### src/rtl/pipe_hazard_ctrl_if.sv
// Signal bundle between the pipeline datapath and the hazard controller.
// The datapath side uses the master modport, the controller uses slave.
interface pipe_hazard_ctrl_if #(
  parameter int ADDR_W = 32,
  parameter int IMM_W  = 16,
  parameter int REG_AW = 5,
  parameter int CNT_W  = 16
);
  logic              id_ex_memread;
  logic [REG_AW-1:0] id_ex_rt;
  logic [REG_AW-1:0] if_id_rs;
  logic [REG_AW-1:0] if_id_rt;
  logic              if_id_valid;
  logic [ADDR_W-1:0] pc;
  logic [IMM_W-1:0]  immediate;
  logic              branch_taken;
  logic              mem_busy;
  logic              cnt_clr;

  logic              pc_write;
  logic              if_id_write;
  logic              if_id_flush;
  logic              id_ex_flush;
  logic              pc_src_sel;
  logic [ADDR_W-1:0] bta;
  logic [1:0]        state;
  logic [CNT_W-1:0]  stall_cnt;
  logic [CNT_W-1:0]  flush_cnt;

  modport master (
    output id_ex_memread, id_ex_rt, if_id_rs, if_id_rt, if_id_valid,
           pc, immediate, branch_taken, mem_busy, cnt_clr,
    input  pc_write, if_id_write, if_id_flush, id_ex_flush, pc_src_sel,
           bta, state, stall_cnt, flush_cnt
  );

  modport slave (
    input  id_ex_memread, id_ex_rt, if_id_rs, if_id_rt, if_id_valid,
           pc, immediate, branch_taken, mem_busy, cnt_clr,
    output pc_write, if_id_write, if_id_flush, id_ex_flush, pc_src_sel,
           bta, state, stall_cnt, flush_cnt
  );
endinterface

### src/rtl/pipe_hazard_ctrl.sv
// Load-use / taken-branch / memory-wait hazard controller for a 5-stage pipe,
// with saturating stall and flush performance counters.
module pipe_hazard_ctrl #(
  parameter int ADDR_W   = 32,
  parameter int IMM_W    = 16,
  parameter int REG_AW   = 5,
  parameter int LOAD_LAT = 1,
  parameter int BR_FLUSH = 1,
  parameter int CNT_W    = 16
) (
  input  logic               clk,
  input  logic               rst,
  pipe_hazard_ctrl_if.slave  hif
);

  typedef enum logic [1:0] {
    IDLE      = 2'd0,
    LU_STALL  = 2'd1,
    BR_SQUASH = 2'd2,
    MEM_WAIT  = 2'd3
  } state_e;

  // The detect cycle is the first stall cycle, so LU_STALL covers LOAD_LAT-1 more.
  localparam logic [1:0] CD_INIT = 2'((LOAD_LAT > 1) ? (LOAD_LAT - 2) : 0);
  localparam logic [CNT_W-1:0] CNT_MAX = {CNT_W{1'b1}};

  state_e             state_q, state_d;
  logic [1:0]         cd_q, cd_d;
  logic [CNT_W-1:0]   stall_cnt_q, stall_cnt_d;
  logic [CNT_W-1:0]   flush_cnt_q, flush_cnt_d;

  logic [REG_AW-1:0]  exRt, idRs, idRt;
  logic               luHit;
  logic [ADDR_W-1:0]  immExt, branchTarget;
  logic               pcWrite, ifIdWrite, ifIdFlush, idExFlush, pcSrcSel;
  logic [ADDR_W-1:0]  btaOut;
  logic               stallInc, flushInc;

  assign exRt  = hif.id_ex_rt;
  assign idRs  = hif.if_id_rs;
  assign idRt  = hif.if_id_rt;
  assign luHit = hif.id_ex_memread & hif.if_id_valid & (exRt != '0) &
                 ((exRt == idRs) | (exRt == idRt));

  assign immExt       = {{(ADDR_W-IMM_W){hif.immediate[IMM_W-1]}}, hif.immediate};
  assign branchTarget = hif.pc + ADDR_W'(4) + (immExt << 2);

  always_comb begin
    state_d   = state_q;
    cd_d      = cd_q;
    pcWrite   = 1'b1;
    ifIdWrite = 1'b1;
    ifIdFlush = 1'b0;
    idExFlush = 1'b0;
    pcSrcSel  = 1'b0;
    btaOut    = '0;
    stallInc  = 1'b0;
    flushInc  = 1'b0;

    if (hif.mem_busy) begin
      pcWrite   = 1'b0;
      ifIdWrite = 1'b0;
      if (state_q == IDLE) state_d = MEM_WAIT;
    end else begin
      case (state_q)
        LU_STALL: begin
          pcWrite   = 1'b0;
          ifIdWrite = 1'b0;
          idExFlush = 1'b1;
          stallInc  = 1'b1;
          if (cd_q == 2'd0) state_d = IDLE;
          else              cd_d    = cd_q - 2'd1;
        end
        BR_SQUASH: begin
          idExFlush = 1'b1;
          state_d   = IDLE;
        end
        // MEM_WAIT releasing falls through to IDLE rules in the same cycle.
        default: begin
          state_d = IDLE;
          if (luHit) begin
            pcWrite   = 1'b0;
            ifIdWrite = 1'b0;
            idExFlush = 1'b1;
            stallInc  = 1'b1;
            if (LOAD_LAT > 1) begin
              state_d = LU_STALL;
              cd_d    = CD_INIT;
            end
          end else if (hif.branch_taken) begin
            pcSrcSel  = 1'b1;
            ifIdFlush = 1'b1;
            btaOut    = branchTarget;
            flushInc  = 1'b1;
            if (BR_FLUSH == 2) state_d = BR_SQUASH;
          end
        end
      endcase
    end

    stall_cnt_d = stall_cnt_q;
    flush_cnt_d = flush_cnt_q;
    if (hif.cnt_clr) begin
      stall_cnt_d = '0;
      flush_cnt_d = '0;
    end else begin
      if (stallInc && stall_cnt_q != CNT_MAX) stall_cnt_d = stall_cnt_q + 1'b1;
      if (flushInc && flush_cnt_q != CNT_MAX) flush_cnt_d = flush_cnt_q + 1'b1;
    end
  end

  always_ff @(posedge clk or posedge rst) begin
    if (rst) begin
      state_q     <= IDLE;
      cd_q        <= 2'd0;
      stall_cnt_q <= '0;
      flush_cnt_q <= '0;
    end else begin
      state_q     <= state_d;
      cd_q        <= cd_d;
      stall_cnt_q <= stall_cnt_d;
      flush_cnt_q <= flush_cnt_d;
    end
  end

  // Reset freezes the whole pipe, so every control output is forced low.
  assign hif.pc_write    = rst ? 1'b0 : pcWrite;
  assign hif.if_id_write = rst ? 1'b0 : ifIdWrite;
  assign hif.if_id_flush = rst ? 1'b0 : ifIdFlush;
  assign hif.id_ex_flush = rst ? 1'b0 : idExFlush;
  assign hif.pc_src_sel  = rst ? 1'b0 : pcSrcSel;
  assign hif.bta         = rst ? '0   : btaOut;
  assign hif.state       = state_q;
  assign hif.stall_cnt   = stall_cnt_q;
  assign hif.flush_cnt   = flush_cnt_q;

endmodule
### src/flat_wrapper.sv
// flat-port wrapper written by rule: the top's interface ports become plain ports
module pipe_hazard_ctrl_flat 
#(
  parameter int ADDR_W   = 32,
  parameter int IMM_W    = 16,
  parameter int REG_AW   = 5,
  parameter int LOAD_LAT = 1,
  parameter int BR_FLUSH = 1,
  parameter int CNT_W    = 16
)
  (clk, rst, hif_id_ex_memread, hif_id_ex_rt, hif_if_id_rs, hif_if_id_rt, hif_if_id_valid, hif_pc, hif_immediate, hif_branch_taken, hif_mem_busy, hif_cnt_clr, hif_pc_write, hif_if_id_write, hif_if_id_flush, hif_id_ex_flush, hif_pc_src_sel, hif_bta, hif_state, hif_stall_cnt, hif_flush_cnt);
  pipe_hazard_ctrl_if #(.ADDR_W(ADDR_W), .IMM_W(IMM_W), .REG_AW(REG_AW), .CNT_W(CNT_W)) hif_i ();
  input  logic clk;
  input  logic rst;
  input wire logic [$bits(hif_i.id_ex_memread)-1:0] hif_id_ex_memread;
  input wire logic [$bits(hif_i.id_ex_rt)-1:0] hif_id_ex_rt;
  input wire logic [$bits(hif_i.if_id_rs)-1:0] hif_if_id_rs;
  input wire logic [$bits(hif_i.if_id_rt)-1:0] hif_if_id_rt;
  input wire logic [$bits(hif_i.if_id_valid)-1:0] hif_if_id_valid;
  input wire logic [$bits(hif_i.pc)-1:0] hif_pc;
  input wire logic [$bits(hif_i.immediate)-1:0] hif_immediate;
  input wire logic [$bits(hif_i.branch_taken)-1:0] hif_branch_taken;
  input wire logic [$bits(hif_i.mem_busy)-1:0] hif_mem_busy;
  input wire logic [$bits(hif_i.cnt_clr)-1:0] hif_cnt_clr;
  output wire logic [$bits(hif_i.pc_write)-1:0] hif_pc_write;
  output wire logic [$bits(hif_i.if_id_write)-1:0] hif_if_id_write;
  output wire logic [$bits(hif_i.if_id_flush)-1:0] hif_if_id_flush;
  output wire logic [$bits(hif_i.id_ex_flush)-1:0] hif_id_ex_flush;
  output wire logic [$bits(hif_i.pc_src_sel)-1:0] hif_pc_src_sel;
  output wire logic [$bits(hif_i.bta)-1:0] hif_bta;
  output wire logic [$bits(hif_i.state)-1:0] hif_state;
  output wire logic [$bits(hif_i.stall_cnt)-1:0] hif_stall_cnt;
  output wire logic [$bits(hif_i.flush_cnt)-1:0] hif_flush_cnt;
  assign hif_i.id_ex_memread = hif_id_ex_memread;
  assign hif_i.id_ex_rt = hif_id_ex_rt;
  assign hif_i.if_id_rs = hif_if_id_rs;
  assign hif_i.if_id_rt = hif_if_id_rt;
  assign hif_i.if_id_valid = hif_if_id_valid;
  assign hif_i.pc = hif_pc;
  assign hif_i.immediate = hif_immediate;
  assign hif_i.branch_taken = hif_branch_taken;
  assign hif_i.mem_busy = hif_mem_busy;
  assign hif_i.cnt_clr = hif_cnt_clr;
  assign hif_pc_write = hif_i.pc_write;
  assign hif_if_id_write = hif_i.if_id_write;
  assign hif_if_id_flush = hif_i.if_id_flush;
  assign hif_id_ex_flush = hif_i.id_ex_flush;
  assign hif_pc_src_sel = hif_i.pc_src_sel;
  assign hif_bta = hif_i.bta;
  assign hif_state = hif_i.state;
  assign hif_stall_cnt = hif_i.stall_cnt;
  assign hif_flush_cnt = hif_i.flush_cnt;
  pipe_hazard_ctrl #(.ADDR_W(ADDR_W), .IMM_W(IMM_W), .REG_AW(REG_AW), .LOAD_LAT(LOAD_LAT), .BR_FLUSH(BR_FLUSH), .CNT_W(CNT_W)) u_core (.clk(clk), .rst(rst), .hif(hif_i));
endmodule
### config.mk
export PLATFORM = sky130hd
export DESIGN_NAME = pipe_hazard_ctrl_flat
export DESIGN_NICKNAME = d
export VERILOG_FILES = /design/src/rtl/pipe_hazard_ctrl_if.sv /design/src/rtl/pipe_hazard_ctrl.sv /design/src/flat_wrapper.sv
export SDC_FILE = /design/constraint.sdc
export NUM_CORES = 1
export LEC_CHECK = 0
export ABC_AREA = 0
export CAP_MARGIN = 20
export CORE_ASPECT_RATIO = 1.1
export CORE_MARGIN = 8
export CORE_UTILIZATION = 43
export DETAILED_ROUTE_END_ITERATION = 7
export PLACE_DENSITY = 0.87
export SLEW_MARGIN = 25
export SYNTH_ARGS = -nofsm -noshare
export SYNTH_HDL_FRONTEND = slang
export SYNTH_SLANG_ARGS = --single-unit
### constraint.sdc
create_clock -name clk -period 3.6 [get_ports clk]
set_clock_uncertainty 0.2 [all_clocks]
set_input_delay 0.72 -clock clk [delete_from_list [all_inputs] [get_ports clk]]
set_output_delay 0.72 -clock clk [all_outputs]
set_load 0.01 [all_outputs]
# == Yosys cells after proc, flatten, opt, wreduce, memory -nomap -nowiden ==
# Index checks and enable logic that the tools add are counted.
# classes
addsub,5
mul,0
n_div,0
order_cmp,0
eq_ne,8
shift,0
muxes,28
bitwise_logic,6
reduce_logical,10
# op_table
cell,count
$mux W32,5
$mux W16,4
$add A16 B1 Y16 const B,2
$add A32 B3 Y32 const B,1
$add A32 B32 Y32,1
$ne A16 B16 Y1 const B,2
$mux W1,13
$eq A5 B5 Y1,2
$mux W2,4
$reduce_bool A5 Y1,1
$logic_not A2 Y1,2
$pmux W1 S2,2
$reduce_bool A2 Y1,2
$and A1 B1 Y1,3
$ne A3 B2 Y1 const B,1
$reduce_and A3 Y1,1
$eq A2 B1 Y1 const B,1
$eq A2 B2 Y1 const B,1
$logic_and A1 B1 Y1,2
$ne A2 B1 Y1 const B,1
$not A1 Y1,2
$reduce_and A2 Y1,1
$reduce_or A2 Y1,1
$sub A2 B1 Y2 const B,1
$or A1 B1 Y1,1
# word_totals
register_bits,36
latchBits,0
ramBits,0
romBits,0
input_bits,70
wordCells,61
mem_count,0

# == Longest topological paths before layout ==
# Gate-level depths: netlist of run 1.
# logic_depth
word_depth,9
depth_mapped,12
ltp_nobuf,12

# == Least setup slack after synthesis of run 1 ==
# OpenSTA, ideal clock, no wires.
# synth_path
path_type,input -> output
from,input hif_immediate[1]
to,output hif_bta[25]
arrival_ns,2.909
t_required_ns,2.680
setup_slack_ns,-0.229
stages,10
path_buffers,0
path_cell_list,ha_1 -> ha_1 -> inv_1 -> fa_1 -> nor2b_1 -> o31a_1 -> o31ai_2 -> a2111oi_0 -> nor3_1 -> nor3b_1
# synth_via
elab_chain_cells,6
# synth_lines
item,line_no,rtl
"start, declared",flat_wrapper.sv:21,input wire logic [$bits(hif_i.immediate)-1:0] hif_immediate;
$add A32 B32 Y32,pipe_hazard_ctrl.sv:46,assign branchTarget = hif.pc + ADDR_W'(4) + (immExt << 2);
$mux W32,pipe_hazard_ctrl.sv:90,end else if (hif.branch_taken) begin
$mux W32,pipe_hazard_ctrl.sv:81,if (luHit) begin
$mux W32,pipe_hazard_ctrl.sv:65,case (state_q)
$mux W32,pipe_hazard_ctrl.sv:60,if (hif.mem_busy) begin
$mux W32,pipe_hazard_ctrl.sv:132,assign hif.bta = rst ? '0 : btaOut;
"end, declared",flat_wrapper.sv:30,output wire logic [$bits(hif_i.bta)-1:0] hif_bta;
# No other way between the ends.

# == Worst setup path after layout of run 1 ==
# layout_path
from,input hif_immediate[0]
to,output hif_bta[25]
# The elaborated chain is that of the path after synthesis.

==> impl_metrics.toml, run 1 <==
[logic_synthesis]
synth_area_leaders = "dfrtp_1 19%, ha_1 17%, a21oi_1 5.6%"
ys_top_cells_by_count = "59 x ha_1, 51 x nand2_1, 48 x a21oi_1"
yosysMostFrequentCell = "ha_1"
synth_warnings = 0
synth_area_um2 = 4250
yosys.area.top_type = "dfrtp_1"
synthFlopType = "dfrtp_1"
synth-async-reset-ratio_pct = 100
synth_cell_types = 63
synth-edff-count = 0
synth_top_area_share_pct = 19.4
ys_ff_latch = 33
avgSynthCellArea_um2 = 7.99
yosysSeqAreaShare_pct = 19.4
syn_nets = 662
syn_inst = 532

[pwr]
p_total_w = 0.00198
power_leakage_nw = 3.34
clockPowerShare_pct = 14.2
p_per_area_nw_per_um2 = 242
swShare_pct = 40.5
pwr-share-seq_pct = 18.9
switching_power_w = 0.000805
irDropWorstVdd_mv = 0.175
combinationalPowerShare_pct = 66.9
internal_power_w = 0.00118

[timing]
tightest_slew_ps = 914
slew_headroom_pct = 38.9
worst_slack_ps = -667
holdWs_ps = 381
hold_viol_final = 0
setup_viol = 22
period_share_pct = 119
maxSlewViolCount = 0
fin_crit_ps = 4270
rsz0062_at_grt = "true"
max_clock_freq_mhz = 234

[worst_setup_path]
crit_path_frequent_cell = "inv_2"
cp.arrival_ps = 3350
r2r_start = "u_core.hif.flush_cnt[0]"
crit_fanout = 4
endpoint = "hif_bta[25]"
cp-end-kind = "output port"
critPathKind = "primary input to output port"
r2r_setup_slack_ps = 1030
critical_path.startpoint = "hif_immediate[0]"
crit_path_start_kind = "primary input"
reg2regPathDepth = 8
slowest_delay_ps = 460
crit_required_ps = 2680
timing.rr.end = "u_core.hif.flush_cnt[13]"
cpMaxStageDelayCell = "a2111oi_4"
path_cells = "buf_2, inv_2, ha_4, inv_2, ha_4, inv_2, fa_2, nor2b_4, o31a_1, buf_6, o31ai_4, buf_4, a2111oi_4, nor3_2, nor3b_2, buf_2"

[grt]
antenna_found_initial = 2
grt_usage_pct = 29.2
overflow = 0
grt_first_pass_wirelength_um = 32300
grt_pass1_vias = 6333
grt_max_degree = 34

[detailed_routing]
num_vias = 6088
drc = 0
drtIter0Drc = 572
viasPerCell = 6.57
wl_per_cell_um = 25.6
wl_um = 23800
drtAntennaViolNets = 0
drtPass1Iterations = 5

[finish]
drive_gt1_share_pct = 49.3
fin_nets = 935
final.fill_count = 462
area_growth_pct = 92.6
multi_input_area_um2 = 4580
stdcell_area_um2 = 8190
seqCellArea_um2 = 826

[run_status]
violations = "setup timing"
status = "finished with violations"

[place]
place_hpwl_um = 12100
routabilityCongestion = 0.921
post-place-ws_ps = -1240
port_buffers = 140
place_area_um2 = 6530

[floorplanning]
ioPinCount = 141
start_util_pct = 43.6
num_rows = 38
coreArea_um2 = 9750
die_y_um = 120
fp.dieW_um = 111
die-area_um2 = 13300

[clocking]
cts_buffers = 5
cts_root_buf = "clkbuf_8"
clk_pin_slew_ps = 60
cts_tree = "built"
cts_hold_buffers = 0
htree_levels = 2
clk_latency_ps = 290
clkSinkCount = 33
cts.path.max_buffers = 2

[worst_hold_path]
min_path_type = "flop to flop"
hp-start = "u_core.hif.stall_cnt[10]"

[job]
maxCapViolCount = 0
## logic make-up after synthesis
kind of cell    Yosys count  share of synthesized area, %
fa+ha+maj                60                          17.8
flops                    33                          19.4
mux                      12                          3.12
xor+xnor                 20                          4.12
simple gates            210                          27.0
compound gates          150                          23.5
buf+inv                  47                          4.97
## metrics by stage
| step | std cells | utilization [%] | setup TNS (ps) |
|---|---|---|---|
| finish | 927 | 84.0 | -9700 |
| global route | 927 | 84.0 | -10520 |
| CTS | 915 | 81.2 | -3920 |
| detailed placement | 866 | 67.0 | -27900 |
| global placement | 866 | 67.0 | -26410 |
| floorplan | 532 | - | -9.32 |
## cells in the final DEF (no fill, tap or decap), types with 16 or more instances in the layout
cell and n:
nand3_1 24, ha_4 55, inv_1 16, clkdlybuf4s50_1 57, nor2_1 22, nand2_1 38
buf_2 38, a21oi_1 28, buf_6 23, dfrtp_1 33, dlygate4sd2_1 17, buf_4 129
## worst min path at each step
stage	endpoint	slack (ps)	cells after the start
final	u_core.hif.stall_cnt[10]	380	2
after CTS	u_core.hif.stall_cnt[10]	390	2
after global routing	u_core.hif.stall_cnt[10]	400	2
after global placement	u_core.hif.stall_cnt[10]	350	2
after floorplan	u_core.hif.stall_cnt[4]	380	2
after detailed placement	u_core.hif.stall_cnt[10]	380	2
## registers in the layout, indices dropped and copies added, names as in the netlist
register and count:
u_core.hif.flush_cnt 16, u_core.hif.state 1, u_core.hif.stall_cnt 16
## layer usage
layer | up-vias | share of wire (%) | global-route usage [%]
li1 | 2545 | - | -
met1 | 2892 | 33 | 29.2
met2 | 493 | 49 | 53.2
met3 | 158 | 9.4 | 5.60
met4 | 0 | 8.5 | 22.2
met5 | - | 0 | 0
## repair_timing
item                                    CTS  global route
pin swaps                               100            62
endpoints found under the setup margin   37            24
cloned                                    2             0
setup buffers                            43            14
resized for setup                       415            72
## power groups by stage
stage / Combinational, W / Sequential [W] / Clock, W
2_1_floorplan: 0.000395 / 0.000382 / 0
3_3_place_gp: 0.000760 / 0.000381 / 0
3_5_place_dp: 0.000780 / 0.000382 / 0
4_1_cts: 0.00108 / 0.000375 / 0.000285
5_1_grt: 0.00137 / 0.000375 / 0.000302
6_report: 0.00133 / 0.000375 / 0.000282
## cell type report
type                    count  area share, %
multi-input cells         452           55.9
diodes                      2         0.0611
flip-flops and latches     33           10.1
repair buffers            291           30.1
clock buffers               7           1.05
well taps                 120           1.83
inverters                  22           1.04
## critical path: cells and delay by family
| kind | cells | cell delay (ps) |
|---|---|---|
| AO/OA/AOI/OAI | 3 | 750 |
| adder cells (fa/ha/maj) | 3 | 690 |
| buffers and inverters | 7 | 740 |
| AND/OR/NAND/NOR | 3 | 450 |
No activity file was read; power rests on OpenSTA's default activity.
==> inputs of run 2 (changes only) <==
Settings changed: REMOVE_ABC_BUFFERS set to 1.
==> impl_metrics.toml, run 2 (same netlist as run 1, synthesis figures left out) <==
[run_status]
status = "finished with violations"
violations = "setup timing"

[place]
place_hpwl_um = 11600
dp_cells = 866
place_area_um2 = 6440
routabilityCongestion = 0.917
port_buffers = 140
post-place-ws_ps = -1380

[grt]
overflow = 0
grtUsageMet3_pct = 9.16
use_met1_pct = 30.1
antenna_found_initial = 1
grt_max_degree = 34
grt_usage_pct = 30.8
grt-busiest-layer = "met2"
grt_pass1_vias = 6348
grt_first_pass_wirelength_um = 33700
met2_usage_pct = 54.2

[detailed_routing]
wl_per_cell_um = 26.4
drtAntennaViolNets = 0
drc = 0
wl_um = 24500
viasPerCell = 6.65
drtIter0Drc = 508
drtPass1Iterations = 8
num_vias = 6161

[timing]
hold_viol_final = 0
period_share_pct = 118
slew_headroom_pct = 43.4
maxSlewViolCount = 0
max_clock_freq_mhz = 235
fin_crit_ps = 4250
rsz0062_at_grt = "true"
tightest_slew_ps = 847
setup_viol = 25
worst_slack_ps = -655

[finish]
drive_gt1_share_pct = 48.8
layout_common_cells = "111 x buf_4, 58 x clkdlybuf4s50_1, 52 x ha_4, 47 x buf_6, 37 x nand2_1"
diodes = 0
final.fill_count = 444
area_growth_pct = 95.0
final_common_cell = "buf_4"
fin_nets = 936
stdcell_area_um2 = 8290
finalNonFillerCells = 927

[worst_hold_path]
holdPathStages = 2
min_to = "u_core.hif.stall_cnt[10]"
min_path_type = "flop to flop"
hp-start = "u_core.hif.stall_cnt[10]"

[worst_setup_path]
critPathKind = "primary input to output port"
crit_path_start_kind = "primary input"
crit_required_ps = 2680
cp.arrival_ps = 3330
crit_fanout = 6
cp-end-kind = "output port"
timing.rr.end = "u_core.hif.flush_cnt[10]"
r2r_start = "u_core.hif.flush_cnt[7]"
r2r_setup_slack_ps = 980
critical_path.startpoint = "hif_immediate[15]"
reg2regPathDepth = 7

[floorplanning]
num_rows = 38
ioPinCount = 141
start_util_pct = 43.6
die_y_um = 120
die-area_um2 = 13300
coreArea_um2 = 9750
fp.dieW_um = 111

[clocking]
clk_latency_ps = 290
cts.path.max_buffers = 2
clk_pin_slew_ps = 70
cts_tree = "built"
htree_levels = 2
clkSinkCount = 33
cts_buffers = 5
cts_root_buf = "clkbuf_8"

[pwr]
p_per_area_nw_per_um2 = 242
power_leakage_nw = 3.40
combinationalPowerShare_pct = 67.9
internal_power_w = 0.00117
irDropWorstVdd_mv = 0.189
clockPowerShare_pct = 13.5
swShare_pct = 41.4
switching_power_w = 0.000831
pwr-share-seq_pct = 18.7

[job]
maxCapViolCount = 0
run 2: routing by layer:
metal	vias up	wire length (µm)
met3	195	2300
met2	509	12000
met4	2	2190
met1	2913	8030
met5	-	13
li1	2542	-
run 2: cell type report:
class | instances | area (µm²) | share of cell area, %
timing repair buffer | 292 | 2570 | 30.9
tap | 120 | 150 | 1.81
inverter | 22 | 85.1 | 1.03
multi-input combinational | 452 | 4580 | 55.3
clock buffer | 8 | 80.1 | 0.966
sequential | 33 | 826 | 9.96
run 2: how the worst max path moves through the flow:
stage	end
floorplan	hif_bta[25]
global placement	hif_bta[26]
detailed placement	hif_bta[26]
CTS	hif_bta[23]
global route	hif_bta[31]
finish	hif_bta[31]
run 2: worst max-delay path, stage by stage:
cell and delay, ps:
buf_8 110, buf_8 130, buf_8 140, ha_4 250, ha_4 290, nand3_1 90, buf_4 140, nor2_1 150
nand3_1 300, a211oi_4 490, o21ai_1 160, a21oi_2 190, buf_2 160
run 2: power groups by stage:
| stage | combinational [W] | clock, W | sequential (W) |
|---|---|---|---|
| 3_3_place_gp | 0.000740 | 0 | 0.000381 |
| 4_1_cts | 0.00108 | 0.000269 | 0.000374 |
| 3_5_place_dp | 0.000764 | 0 | 0.000381 |
| 2_1_floorplan | 0.000365 | 0 | 0.000382 |
| 5_1_grt | 0.00140 | 0.000287 | 0.000375 |
| 6_report | 0.00136 | 0.000270 | 0.000375 |
run 2: per-stage QoR:
stage | utilization (%) | hold WS, ps | setup TNS, ps | total power (W)
after floorplan | - | 374 | -1160 | 0.000748
after global placement | 66.1 | 344 | -27920 | 0.00112
after detailed placement | 66.1 | 372 | -29640 | 0.00115
after CTS | 81.1 | 386 | -4090 | 0.00172
after global routing | 85.1 | 402 | -10070 | 0.00207
final | 85.1 | 383 | -8800 | 0.00201
run 2: repair_timing:
| action | CTS | global route |
|---|---|---|
| cloned | 1 | 0 |
| hold buffers | 0 | 0 |
| gates resized for setup | 452 | 80 |
| setup endpoints to repair | 36 | 34 |
| endpoints found under the hold margin | 0 | 0 |
| buffers inserted | 48 | 16 |
| pin swaps | 101 | 69 |
==> inputs of run 3 (changes only) <==
--- a/constraint.sdc
+++ b/constraint.sdc
@@ -4,2 +4,2 @@
 set_output_delay 0.72 -clock clk [all_outputs]
-set_load 0.01 [all_outputs]
+set_load 0.02 [all_outputs]
==> impl_metrics.toml, run 3 (same netlist as run 1, synthesis figures left out) <==
[clocking]
cts_buffers = 5
cts_root_buf = "clkbuf_8"
clk_latency_ps = 290
htree_levels = 2
cts_tree = "built"
cts.path.max_buffers = 2
clkSinkCount = 33
cts_hold_buffers = 0
clk_pin_slew_ps = 70

[place]
post-place-ws_ps = -1460
place_hpwl_um = 11900
port_buffers = 140
routabilityCongestion = 0.928

[job]
maxCapViolCount = 0

[timing]
slew_headroom_pct = 43.6
worst_slack_ps = -791
setup_viol = 24
rsz0062_at_grt = "true"
holdWs_ps = 368
finalSetupTns_ps = -9790
fin_crit_ps = 4390
tightest_slew_ps = 843
period_share_pct = 122
max_clock_freq_mhz = 228
maxSlewViolCount = 0
hold_viol_final = 0

[worst_setup_path]
cp.arrival_ps = 3470
cpMaxStageDelayCell = "a31oi_1"
crit_path_start_kind = "primary input"
path_buf_inv = 2
path_cells = "dlygate4sd2_1, ha_4, ha_4, a21oi_1, o21ai_1, a31oi_1, o221ai_1, o21a_1, nor3_2, buf_4"
crit_required_ps = 2680
cp_top_family = "compound AO/OA/AOI/OAI gates"
cp-end-kind = "output port"
crit_path_frequent_cell = "ha_4"
slowest_delay_ps = 540
critPathKind = "primary input to output port"
crit_fanout = 7

[floorplanning]
coreArea_um2 = 9750
num_rows = 38
start_util_pct = 43.6
die_y_um = 120
fp.dieW_um = 111
die-area_um2 = 13300
ioPinCount = 141

[run_status]
violations = "setup timing"
status = "finished with violations"

[worst_hold_path]
min_path_type = "flop to flop"

[pwr]
irDropWorstVdd_mv = 0.161
clockPowerShare_pct = 18.0
pwr-share-seq_pct = 18.4
internal_power_w = 0.00121
power_leakage_nw = 3.22
swShare_pct = 40.6
combinationalPowerShare_pct = 63.6
switching_power_w = 0.000827
p_per_area_nw_per_um2 = 255
p_total_w = 0.00204

[detailed_routing]
wl_um = 24000
num_vias = 6049
wl_per_cell_um = 26.4
drtIter0Drc = 587
drtAntennaViolNets = 0
drtPass1Iterations = 5
drc = 0
viasPerCell = 6.65

[finish]
fin_nets = 918
final_common_cell = "buf_4"
area_growth_pct = 88.0
drive_gt1_share_pct = 46.4
final.fill_count = 490
layout_common_cells = "131 x buf_4, 57 x clkdlybuf4s50_1, 54 x ha_4, 39 x nand2_1, 33 x dfrtp_1"
fin_util_pct = 82.0

[grt]
grt_first_pass_wirelength_um = 32700
grt_usage_pct = 29.9
grt_pass1_vias = 6192
antenna_found_initial = 1
overflow = 0
grt_max_degree = 34
run 3: cell types whose count changed in the layout (fill, tap and decap cells not counted), moves of 4 or more:
cell     before  now
nor3_2       14   10
o21ai_4       7    2
nand3_1      20   24
buf_6        47   31
buf_4       111  131
buf_2        32   14
nand3_2       5    1
run 3: power by group through the flow:
stage / combinational (W) / sequential [W] / clock (W)
6_report: 0.00130 / 0.000374 / 0.000368
5_1_grt: 0.00133 / 0.000375 / 0.000385
4_1_cts: 0.00106 / 0.000374 / 0.000367
3_5_place_dp: 0.000783 / 0.000381 / 0
3_3_place_gp: 0.000758 / 0.000381 / 0
2_1_floorplan: 0.000381 / 0.000384 / 0
run 3: final timing paths:
check	cells after the start	endpoint	slack (ps)	from
worst max register to register	7	u_core.hif.flush_cnt[14]	960	u_core.hif.flush_cnt[7]
min in group asynchronous	3	u_core.hif.stall_cnt[7]	700	rst
worst min-delay path	2	u_core.hif.stall_cnt[15]	370	u_core.hif.stall_cnt[15]
worst min register to register	2	u_core.hif.stall_cnt[15]	370	u_core.hif.stall_cnt[15]
worst max-delay path	10	hif_bta[29]	-790	hif_pc[18]
max in group asynchronous	3	u_core.hif.flush_cnt[3]	2180	rst
run 3: worst register-to-register path: stages, from the launching register on:
cell and delay, ps:
dfrtp_1 460, and4_1 280, and4_1 250, nand4_1 130
nand2_1 380, buf_4 320, o311ai_0 360, o41ai_1 130
run 3: final cells by class:
type | count | area [µm²] | share of cell area [%]
clock buffers | 7 | 86.3 | 1.08
multi-input cells | 452 | 4440 | 55.6
clock inverters | 1 | 30.0 | 0.376
flip-flops and latches | 33 | 826 | 10.3
repair buffers | 274 | 2370 | 29.7
well taps | 120 | 150 | 1.88
diodes | 1 | 2.50 | 0.0313
inverters | 22 | 85.1 | 1.06
run 3: through the flow:
step,cell area [µm²],instances
floorplan,4120,507
global placement,6450,867
detailed placement,6450,867
CTS,7790,902
global route,7990,909
finish,8000,910
run 3: repair_timing:
action,in CTS,in global routing
pin swaps,93,38
gates resized for setup,474,49
gates cloned,1,0
endpoints found under the setup margin,37,30
buffers inserted,30,10
run 3: per-layer routing:
layer | routed length [µm] | global-route usage, %
met3 | 2170 | 7.13
met1 | 7970 | 29.4
met4 | 2120 | 20.2
met2 | 11800 | 54.8
met5 | 0 | 0
